<file path="src/rtl/im2col_addr_sched_pkg.sv">
// -----------------------------------------------------------------------------
// im2col_addr_sched_pkg
// Shared configuration for the im2col address scheduler.
//   - Width macros for the layer configuration fields (overridable on the
//     command line): TENSOR_SIZE, KERNEL_SIZE, CHANNELS_SIZE, STRIDE_SIZE.
//   - One-hot state encoding for the scheduler FSM.
//   - Helper that maps a zero stride onto a stride of one.
// -----------------------------------------------------------------------------
`ifndef TENSOR_SIZE
`define TENSOR_SIZE 8
`endif
`ifndef KERNEL_SIZE
`define KERNEL_SIZE 4
`endif
`ifndef CHANNELS_SIZE
`define CHANNELS_SIZE 8
`endif
`ifndef STRIDE_SIZE
`define STRIDE_SIZE 4
`endif

package im2col_addr_sched_pkg;

   localparam int TW  = `TENSOR_SIZE;
   localparam int KW  = `KERNEL_SIZE;
   localparam int CHW = `CHANNELS_SIZE;
   localparam int SW  = `STRIDE_SIZE;

   typedef enum logic [3:0] {
      IDLE = 4'b0001,
      CALC = 4'b0010,
      GEN  = 4'b0100,
      DONE = 4'b1000
   } state_t;

   // A stride of zero is meaningless for a convolution; treat it as one.
   function automatic logic [SW-1:0] eff_stride(input logic [SW-1:0] s);
      logic [SW-1:0] r;
      if (s == '0) begin
         r = SW'(1'b1);
      end else begin
         r = s;
      end
      return r;
   endfunction

endpackage

</file>
<file path="src/rtl/im2col_win_cnt.sv">
// -----------------------------------------------------------------------------
// im2col_win_cnt
// Inner nested counters of one im2col window: kx (fastest), ky, c (slowest).
// The partial address c*T*T + ky*T + kx is kept as running sums so the
// address path needs adders only.
// Ports:
//   clk, rstn      clock, asynchronous active-low reset
//   clear          synchronous return of all counters to zero
//   step           advance to the next element of the window (wraps to 0)
//   k, c_num       kernel size K and channel count C of the layer
//   t, tt          tensor row pitch T and plane pitch T*T
//   kx_last, ky_last, c_last   current counter is at its maximum
//   part_addr      c*T*T + ky*T + kx for the current counters
// -----------------------------------------------------------------------------
module im2col_win_cnt
   import im2col_addr_sched_pkg::*;
#(
   parameter int ADDR_W = 16
)
(
   input  logic              clk,
   input  logic              rstn,
   input  logic              clear,
   input  logic              step,
   input  logic [KW-1:0]     k,
   input  logic [CHW-1:0]    c_num,
   input  logic [ADDR_W-1:0] t,
   input  logic [ADDR_W-1:0] tt,
   output logic              kx_last,
   output logic              ky_last,
   output logic              c_last,
   output logic [ADDR_W-1:0] part_addr
);

   logic [KW-1:0]     kx_r;
   logic [KW-1:0]     ky_r;
   logic [CHW-1:0]    c_r;
   logic [ADDR_W-1:0] row_r;    // ky*T
   logic [ADDR_W-1:0] plane_r;  // c*T*T

   assign kx_last   = (kx_r == (k - KW'(1'b1)));
   assign ky_last   = (ky_r == (k - KW'(1'b1)));
   assign c_last    = (c_r == (c_num - CHW'(1'b1)));
   assign part_addr = plane_r + row_r + ADDR_W'(kx_r);

   // Nested kx/ky/c counters with their accumulated address bases.
   always_ff @(posedge clk or negedge rstn) begin
      if (!rstn) begin
         kx_r    <= '0;
         ky_r    <= '0;
         c_r     <= '0;
         row_r   <= '0;
         plane_r <= '0;
      end else if (clear) begin
         kx_r    <= '0;
         ky_r    <= '0;
         c_r     <= '0;
         row_r   <= '0;
         plane_r <= '0;
      end else if (step) begin
         if (kx_last) begin
            kx_r <= '0;
            if (ky_last) begin
               ky_r  <= '0;
               row_r <= '0;
               if (c_last) begin
                  c_r     <= '0;
                  plane_r <= '0;
               end else begin
                  c_r     <= c_r + CHW'(1'b1);
                  plane_r <= plane_r + tt;
               end
            end else begin
               ky_r  <= ky_r + KW'(1'b1);
               row_r <= row_r + t;
            end
         end else begin
            kx_r <= kx_r + KW'(1'b1);
         end
      end else begin
         kx_r    <= kx_r;
         ky_r    <= ky_r;
         c_r     <= c_r;
         row_r   <= row_r;
         plane_r <= plane_r;
      end
   end

endmodule

</file>
<file path="src/rtl/im2col_addr_sched.sv">
// -----------------------------------------------------------------------------
// im2col_addr_sched
// Sequences the im2col feature-map fetch of one convolution layer.
// On a rising start_conv in IDLE the layer config is latched, the output size
// is found by repeated addition (CALC), then feature-buffer addresses are
// streamed in im2col order (oy, ox, c, ky, kx) over a valid/ready handshake.
// Ports:
//   clk, rstn                  clock, asynchronous active-low reset
//   start_conv                 level; rising edge in IDLE starts a layer
//   tensor_size, kernel_size, channels, stride   layer config (T, K, C, S)
//   addr, addr_valid, addr_ready                 address stream
//   row_last                   last address of one window
//   n_ofs, n_para_done         output size minus 1, with its valid pulse
//   w_done                     layer finished (or rejected) pulse
//   cfg_err                    rejected config pulse (K>T, K=0 or C=0)
//   stall_cnt                  only when IM2COL_STALL_CNT_EN is defined:
//                              GEN cycles with addr_valid && !addr_ready
// -----------------------------------------------------------------------------
module im2col_addr_sched
   import im2col_addr_sched_pkg::*;
#(
   parameter int ADDR_W = 16,
   parameter int CNT_W  = 16
)
(
   input  logic                      clk,
   input  logic                      rstn,
   input  logic                      start_conv,
   input  logic [`TENSOR_SIZE-1:0]   tensor_size,
   input  logic [`KERNEL_SIZE-1:0]   kernel_size,
   input  logic [`CHANNELS_SIZE-1:0] channels,
   input  logic [`STRIDE_SIZE-1:0]   stride,
   output logic [ADDR_W-1:0]         addr,
   output logic                      addr_valid,
   input  logic                      addr_ready,
   output logic                      row_last,
   output logic [`TENSOR_SIZE-1:0]   n_ofs,
   output logic                      n_para_done,
   output logic                      w_done,
   output logic                      cfg_err
`ifdef IM2COL_STALL_CNT_EN
   ,
   output logic [CNT_W-1:0]          stall_cnt
`endif
);

   state_t            state_r;
   logic              start_r;
   logic [TW-1:0]     t_r;
   logic [KW-1:0]     k_r;
   logic [CHW-1:0]    c_r;
   logic [SW-1:0]     s_r;
   logic [ADDR_W-1:0] tt_r;       // T*T, plane pitch
   logic [ADDR_W-1:0] st_r;       // S*T, output-row pitch
   logic [TW+1:0]     x_r;        // window origin probe used by CALC
   logic [TW-1:0]     cnt_r;
   logic [TW-1:0]     oy_r;
   logic [TW-1:0]     ox_r;
   logic [ADDR_W-1:0] oy_base_r;  // oy*S*T
   logic [ADDR_W-1:0] ox_off_r;   // ox*S
   logic              more_r;     // counters still point at an unissued address

   logic              start_evt_s;
   logic              step_s;
   logic              fit_s;
   logic              kx_last_s;
   logic              ky_last_s;
   logic              c_last_s;
   logic              win_last_s;
   logic [ADDR_W-1:0] part_s;

   // Reset initialises start_r to 1 so a level already high at reset
   // release is not mistaken for a rising edge.
   assign start_evt_s = (state_r == IDLE) && start_conv && !start_r;
   // The counters always hold the next address to present; load it when the
   // output register is empty or being emptied this cycle.
   assign step_s      = (state_r == GEN) && more_r && (!addr_valid || addr_ready);
   assign fit_s       = ((x_r + (TW+2)'(k_r)) <= (TW+2)'(t_r));
   assign win_last_s  = kx_last_s && ky_last_s && c_last_s;

   im2col_win_cnt #(.ADDR_W(ADDR_W)) u_win_cnt (
      .clk       (clk),
      .rstn      (rstn),
      .clear     (start_evt_s),
      .step      (step_s),
      .k         (k_r),
      .c_num     (c_r),
      .t         (ADDR_W'(t_r)),
      .tt        (tt_r),
      .kx_last   (kx_last_s),
      .ky_last   (ky_last_s),
      .c_last    (c_last_s),
      .part_addr (part_s)
   );

   // Scheduler FSM with config latch, output-size search and address issue.
   always_ff @(posedge clk or negedge rstn) begin
      if (!rstn) begin
         state_r     <= IDLE;
         start_r     <= 1'b1;
         t_r         <= '0;
         k_r         <= '0;
         c_r         <= '0;
         s_r         <= '0;
         tt_r        <= '0;
         st_r        <= '0;
         x_r         <= '0;
         cnt_r       <= '0;
         oy_r        <= '0;
         ox_r        <= '0;
         oy_base_r   <= '0;
         ox_off_r    <= '0;
         more_r      <= 1'b0;
         addr        <= '0;
         addr_valid  <= 1'b0;
         row_last    <= 1'b0;
         n_ofs       <= '0;
         n_para_done <= 1'b0;
         w_done      <= 1'b0;
         cfg_err     <= 1'b0;
      end else begin
         start_r     <= start_conv;
         n_para_done <= 1'b0;
         w_done      <= 1'b0;
         cfg_err     <= 1'b0;
         case (state_r)
            IDLE: begin
               if (start_evt_s) begin
                  t_r       <= tensor_size;
                  k_r       <= kernel_size;
                  c_r       <= channels;
                  s_r       <= eff_stride(stride);
                  // One-time config products; the per-address path only adds.
                  tt_r      <= ADDR_W'(tensor_size) * ADDR_W'(tensor_size);
                  st_r      <= ADDR_W'(eff_stride(stride)) * ADDR_W'(tensor_size);
                  x_r       <= '0;
                  cnt_r     <= '0;
                  oy_r      <= '0;
                  ox_r      <= '0;
                  oy_base_r <= '0;
                  ox_off_r  <= '0;
                  more_r    <= 1'b1;
                  state_r   <= CALC;
               end else begin
                  state_r <= IDLE;
               end
            end
            CALC: begin
               if ((k_r == '0) || (c_r == '0)) begin
                  cfg_err <= 1'b1;
                  w_done  <= 1'b1;
                  state_r <= IDLE;
               end else if (fit_s) begin
                  cnt_r <= cnt_r + TW'(1'b1);
                  x_r   <= x_r + (TW+2)'(s_r);
               end else if (cnt_r == '0) begin
                  cfg_err <= 1'b1;
                  w_done  <= 1'b1;
                  state_r <= IDLE;
               end else begin
                  n_ofs       <= cnt_r - TW'(1'b1);
                  n_para_done <= 1'b1;
                  state_r     <= GEN;
               end
            end
            GEN: begin
               if (step_s) begin
                  addr       <= oy_base_r + ox_off_r + part_s;
                  row_last   <= win_last_s;
                  addr_valid <= 1'b1;
                  if (win_last_s) begin
                     if (ox_r == n_ofs) begin
                        ox_r     <= '0;
                        ox_off_r <= '0;
                        if (oy_r == n_ofs) begin
                           more_r <= 1'b0;
                        end else begin
                           oy_r      <= oy_r + TW'(1'b1);
                           oy_base_r <= oy_base_r + st_r;
                        end
                     end else begin
                        ox_r     <= ox_r + TW'(1'b1);
                        ox_off_r <= ox_off_r + ADDR_W'(s_r);
                     end
                  end else begin
                     ox_r <= ox_r;
                  end
               end else if (addr_valid && addr_ready) begin
                  // Final address accepted with nothing left to issue.
                  addr_valid <= 1'b0;
                  w_done     <= 1'b1;
                  state_r    <= DONE;
               end else begin
                  state_r <= GEN;
               end
            end
            DONE: begin
               if (!start_conv) begin
                  state_r <= IDLE;
               end else begin
                  state_r <= DONE;
               end
            end
            default: begin
               state_r    <= IDLE;
               addr_valid <= 1'b0;
            end
         endcase
      end
   end

`ifdef IM2COL_STALL_CNT_EN
   // Saturating count of back-pressured GEN cycles; cleared per layer.
   always_ff @(posedge clk or negedge rstn) begin
      if (!rstn) begin
         stall_cnt <= '0;
      end else if (start_evt_s) begin
         stall_cnt <= '0;
      end else if ((state_r == GEN) && addr_valid && !addr_ready && (stall_cnt != '1)) begin
         stall_cnt <= stall_cnt + CNT_W'(1'b1);
      end else begin
         stall_cnt <= stall_cnt;
      end
   end
`endif

endmodule

</file>
<file path="config.mk">
export PLATFORM = sky130hd
export DESIGN_NAME = im2col_addr_sched
export DESIGN_NICKNAME = d
export VERILOG_FILES = /design/src/rtl/im2col_addr_sched_pkg.sv /design/src/rtl/im2col_win_cnt.sv /design/src/rtl/im2col_addr_sched.sv
export SDC_FILE = /design/constraint.sdc
export NUM_CORES = 1
export LEC_CHECK = 0
export ABC_AREA = 1
export BUFFER_PORTS_ARGS = -buffer_cell sky130_fd_sc_hd__buf_2
export CAP_MARGIN = 15
export CORE_MARGIN = 2
export CORE_UTILIZATION = 65
export DETAILED_ROUTE_END_ITERATION = 8
export PLACE_DENSITY = 0.93
export SLEW_MARGIN = 20
export SYNTH_ARGS = -nofsm -noshare
export SYNTH_HDL_FRONTEND = slang
export SYNTH_SLANG_ARGS = --single-unit
</file>
<file path="constraint.sdc">
create_clock -name clk -period 6.1 [get_ports clk]
set_input_delay 1.525 -clock clk [delete_from_list [all_inputs] [get_ports clk]]
set_output_delay 1.525 -clock clk [all_outputs]
set_load 0.005 [all_outputs]
</file>
==> results.py <==
metrics = {
    "status": {
        "status": "finished clean",
    },
    "sta": {
        "whs_ps": 484,
        "finalCriticalPeriod_ps": 5090,
        "relSlewSlack_pct": 33.0,
        "skew_ps": 14.9,
        "tightest_slew_ps": 1000,
        "min_period_over_period_pct": 83.5,
        "max_freq_mhz": 196,
        "tns_ps": 0,
        "grt_setup_unrepaired": "false",
        "setup_viol": 0,
        "postLayoutSetupSlackWorst_ps": 1010,
        "finalMaxSlewViolations": 0,
        "hold_violations": 0,
    },
    "yosys": {
        "synth-seq-cells": 199,
        "synthCells": 2097,
        "seq_area_frac_synth_pct": 30.6,
        "syn_avg_cell_area_um2": 7.77,
        "syn-num-nets": 2339,
        "yosysWarnings": 0,
        "synth_cell_types": 51,
        "ys.flop_type": "dfrtp_1",
        "async_flop_share_pct": 100,
        "synth_area_um2": 16300,
        "synth_edf_count": 0,
    },
    "layout": {
        "utilization_pct": 70.8,
        "fillers": 1781,
        "drive_gt1_share_pct": 7.97,
        "diodes": 0,
        "area_delta_synth_final_pct": 6.20,
        "fin_cells": 2457,
        "stdcell_area_um2": 17300,
        "final_nets": 2363,
    },
    "place": {
        "port_buffers": 56,
        "place.detailed.hpwl_um": 30200,
        "dpl_cell_area_um2": 16800,
        "dp_cells": 2426,
        "pre_cts_ws_ps": 547,
        "routabilityCongestion": 0.969,
    },
    "min_path": {
        "min_path_type": "reg2reg",
    },
    "grt": {
        "grt_overflow_total": 0,
        "antenna_found_initial": 0,
        "grt_max_degree": 114,
        "grt_pass1_vias": 14200,
        "grt_pass1_wl_um": 68000,
        "grt_util_all_layers_pct": 32.1,
    },
    "power_and_ir_drop": {
        "pwr-share-clk_pct": 16.6,
        "p_leak_nw": 9.36,
        "ir_drop_uv": 288,
        "p_comb_share_pct": 52.3,
        "p_per_area_nw_per_um2": 380,
        "netSwitchingPower_mw": 3.16,
        "swShare_pct": 47.9,
        "p_int_mw": 3.43,
        "seq_power_share_pct": 31.1,
        "report.power.total_mw": 6.58,
    },
    "routing": {
        "first_pass_iters": 6,
        "routedWlPerCell_um": 16.7,
        "viasPerCell": 5.93,
        "wl_um": 41000,
        "drtIter0Drc": 1552,
        "drc_errors": 0,
        "num_vias": 14600,
        "drtAntennaViolNets": 0,
    },
    "critical_path": {
        "worstSetupPathType": "in2reg",
        "path_cells": "buf_2 -> nand2_1 -> fa_1 -> inv_1 -> fa_1 -> fa_1 -> inv_1 -> fa_1 -> inv_1 -> ha_1 -> nand2_1 -> o21ai_0 -> a21oi_1 -> o21ai_0 -> xor2_1 -> o21ai_0",
        "cp-start-kind": "input port",
        "crit_fanout": 14,
        "required_ps": 6410,
        "path_common_cell": "fa_1",
        "arrival_ps": 5410,
        "crit_path_end_kind": "flop",
        "slowest_stage": "fa_1",
        "max_stage_delay_ps": 550,
    },
    "clock_tree": {
        "cts_hold_buf": 0,
        "clk_pin_slew_ps": 80,
        "cts_buffers": 17,
        "clock_sinks": 199,
        "cts_resized": 0,
        "cts_max_level": 4,
        "root_buffer": "clkbuf_16",
        "clk-insertion-delay-late_ps": 460,
        "tritoncts": "yes",
        "clockBufferDepth": 2,
        "post_cts_buffers": 0,
    },
    "die": {
        "dieArea_um2": 26400,
        "floorplan.core_area_um2": 24500,
        "die_x_um": 162,
        "die_y_um": 162,
        "fp-row-count": 57,
        "initial_core_util_pct": 66.6,
        "ios": 57,
    },
    "job": {
        "cap_violations": 0,
    },
}
layer usage:
metal / vias up / track usage (%) / share of wire [%]
met1: 6867 / 42.2 / 40
met3: 148 / 6.52 / 9.4
met5: - / 0 / 0
li1: 6777 / - / -
met4: 0 / 15.1 / 4.6
met2: 768 / 51.5 / 46
Yosys cell counts (5+ instances only):
| cell type | number | area, um2 |
|---|---|---|
| o22ai_2 | 5 | 62.6 |
| or2_2 | 18 | 113 |
| buf_2 | 19 | 95.1 |
| ha_1 | 139 | 1740 |
| nor4_1 | 7 | 43.8 |
| inv_2 | 5 | 18.8 |
| nor3_1 | 28 | 140 |
| nand3_2 | 6 | 60.1 |
| inv_1 | 295 | 1110 |
| a21oi_1 | 82 | 410 |
| o21ai_2 | 16 | 140 |
| o22ai_1 | 5 | 31.3 |
| nand4_1 | 50 | 313 |
| o21ai_1 | 35 | 175 |
| o21ai_0 | 111 | 556 |
| a21o_1 | 5 | 37.5 |
| a31oi_1 | 10 | 62.6 |
| buf_6 | 7 | 78.8 |
| dfrtp_1 | 197 | 4930 |
| clkbuf_1 | 32 | 120 |
| nand2_1 | 551 | 2070 |
| nand2_2 | 5 | 31.3 |
| nor2_1 | 120 | 450 |
| fa_1 | 75 | 1500 |
| o21bai_1 | 10 | 75.1 |
| nand3_1 | 102 | 510 |
| xnor2_1 | 44 | 385 |
| xor2_1 | 75 | 657 |
| nand3b_1 | 6 | 45.0 |
power groups by stage:
stage | sequential [mW] | combinational [mW] | clock [mW]
floorplan | 1.89 | 2.61 | 0
global placement | 2.02 | 3.12 | 0
detailed placement | 2.04 | 3.30 | 0
CTS | 2.02 | 3.38 | 1.09
global route | 2.07 | 3.84 | 1.14
finish | 2.05 | 3.45 | 1.09
sequential cells by signal, summed over array words and instances, names as in the netlist, 8 cells and up:
register           flops
addr                  16
oy_r                   8
u_win_cnt.c_r          8
t_r                    8
ox_r                   8
oy_base_r             16
n_ofs                  8
u_win_cnt.row_r       16
x_r                   10
tt_r                  14
c_r                    8
ox_off_r              16
cnt_r                  8
u_win_cnt.plane_r     16
st_r                  12
worst paths after layout:
check | slack [ps] | startpoint | cells past startpoint | endpoint
max reg2reg | 1910 | ox_off_r[1]$_DFFE_PN0P_ | 17 | addr[15]$_DFFE_PN0P_
max in group asynchronous | 3750 | rstn | 2 | oy_base_r[2]$_DFFE_PN0P_
min reg2reg | 480 | row_last$_DFFE_PN0P_ | 2 | row_last$_DFFE_PN0P_
min | 480 | row_last$_DFFE_PN0P_ | 2 | row_last$_DFFE_PN0P_
min in group asynchronous | 1160 | rstn | 1 | addr[14]$_DFFE_PN0P_
max | 1010 | tensor_size[7] | 16 | tt_r[13]$_DFFE_PN0P_
worst max-delay path, delay by kind of cell:
kind                       cells  cell delay, ps
xor gates and xnor gates       1             150
buffers and inverters          4             420
and+or+nand+nor                2             210
AOI/OAI and AO/OA              4             630
adders and majority gates      5            2460
cell type report:
class	count	area [um2]	share of cell area, %
sequential	199	4980	28.8
clock buffer	18	439	2.54
clock inverter	13	110	0.636
tap	324	405	2.34
timing repair buffer	64	349	2.02
inverter	303	1140	6.58
multi-input combinational	1536	9890	57.1
cell usage in the layout (no fill, tap or decap), drive strengths merged, types with 3 or more instances in the layout:
| master | n |
|---|---|
| nand2 | 559 |
| inv | 309 |
| dfrtp | 197 |
| o21ai | 162 |
| ha | 139 |
| nor2 | 127 |
| nand3 | 108 |
| a21oi | 83 |
| xor2 | 75 |
| fa | 75 |
| buf | 63 |
| nand4 | 51 |
| xnor2 | 44 |
| nor3 | 30 |
| or2 | 19 |
| clkbuf | 19 |
| o21bai | 10 |
| a31oi | 10 |
| o22ai | 10 |
| nor4 | 7 |
| nand3b | 6 |
| clkinv | 6 |
| a21o | 5 |
| nor3b | 3 |
cells by family (layout without fill, tap and decap cells):
logic type / after synthesis / in the layout / synth area share [%]
flops: 199 / 199 / 30.6
fa+ha+maj: 214 / 214 / 19.9
simple gates: 911 / 911 / 24.2
xor+xnor: 119 / 119 / 6.39
buf+inv: 362 / 398 / 8.82
compound gates: 292 / 292 / 10.2
Power figures use the tool's default switching activity.
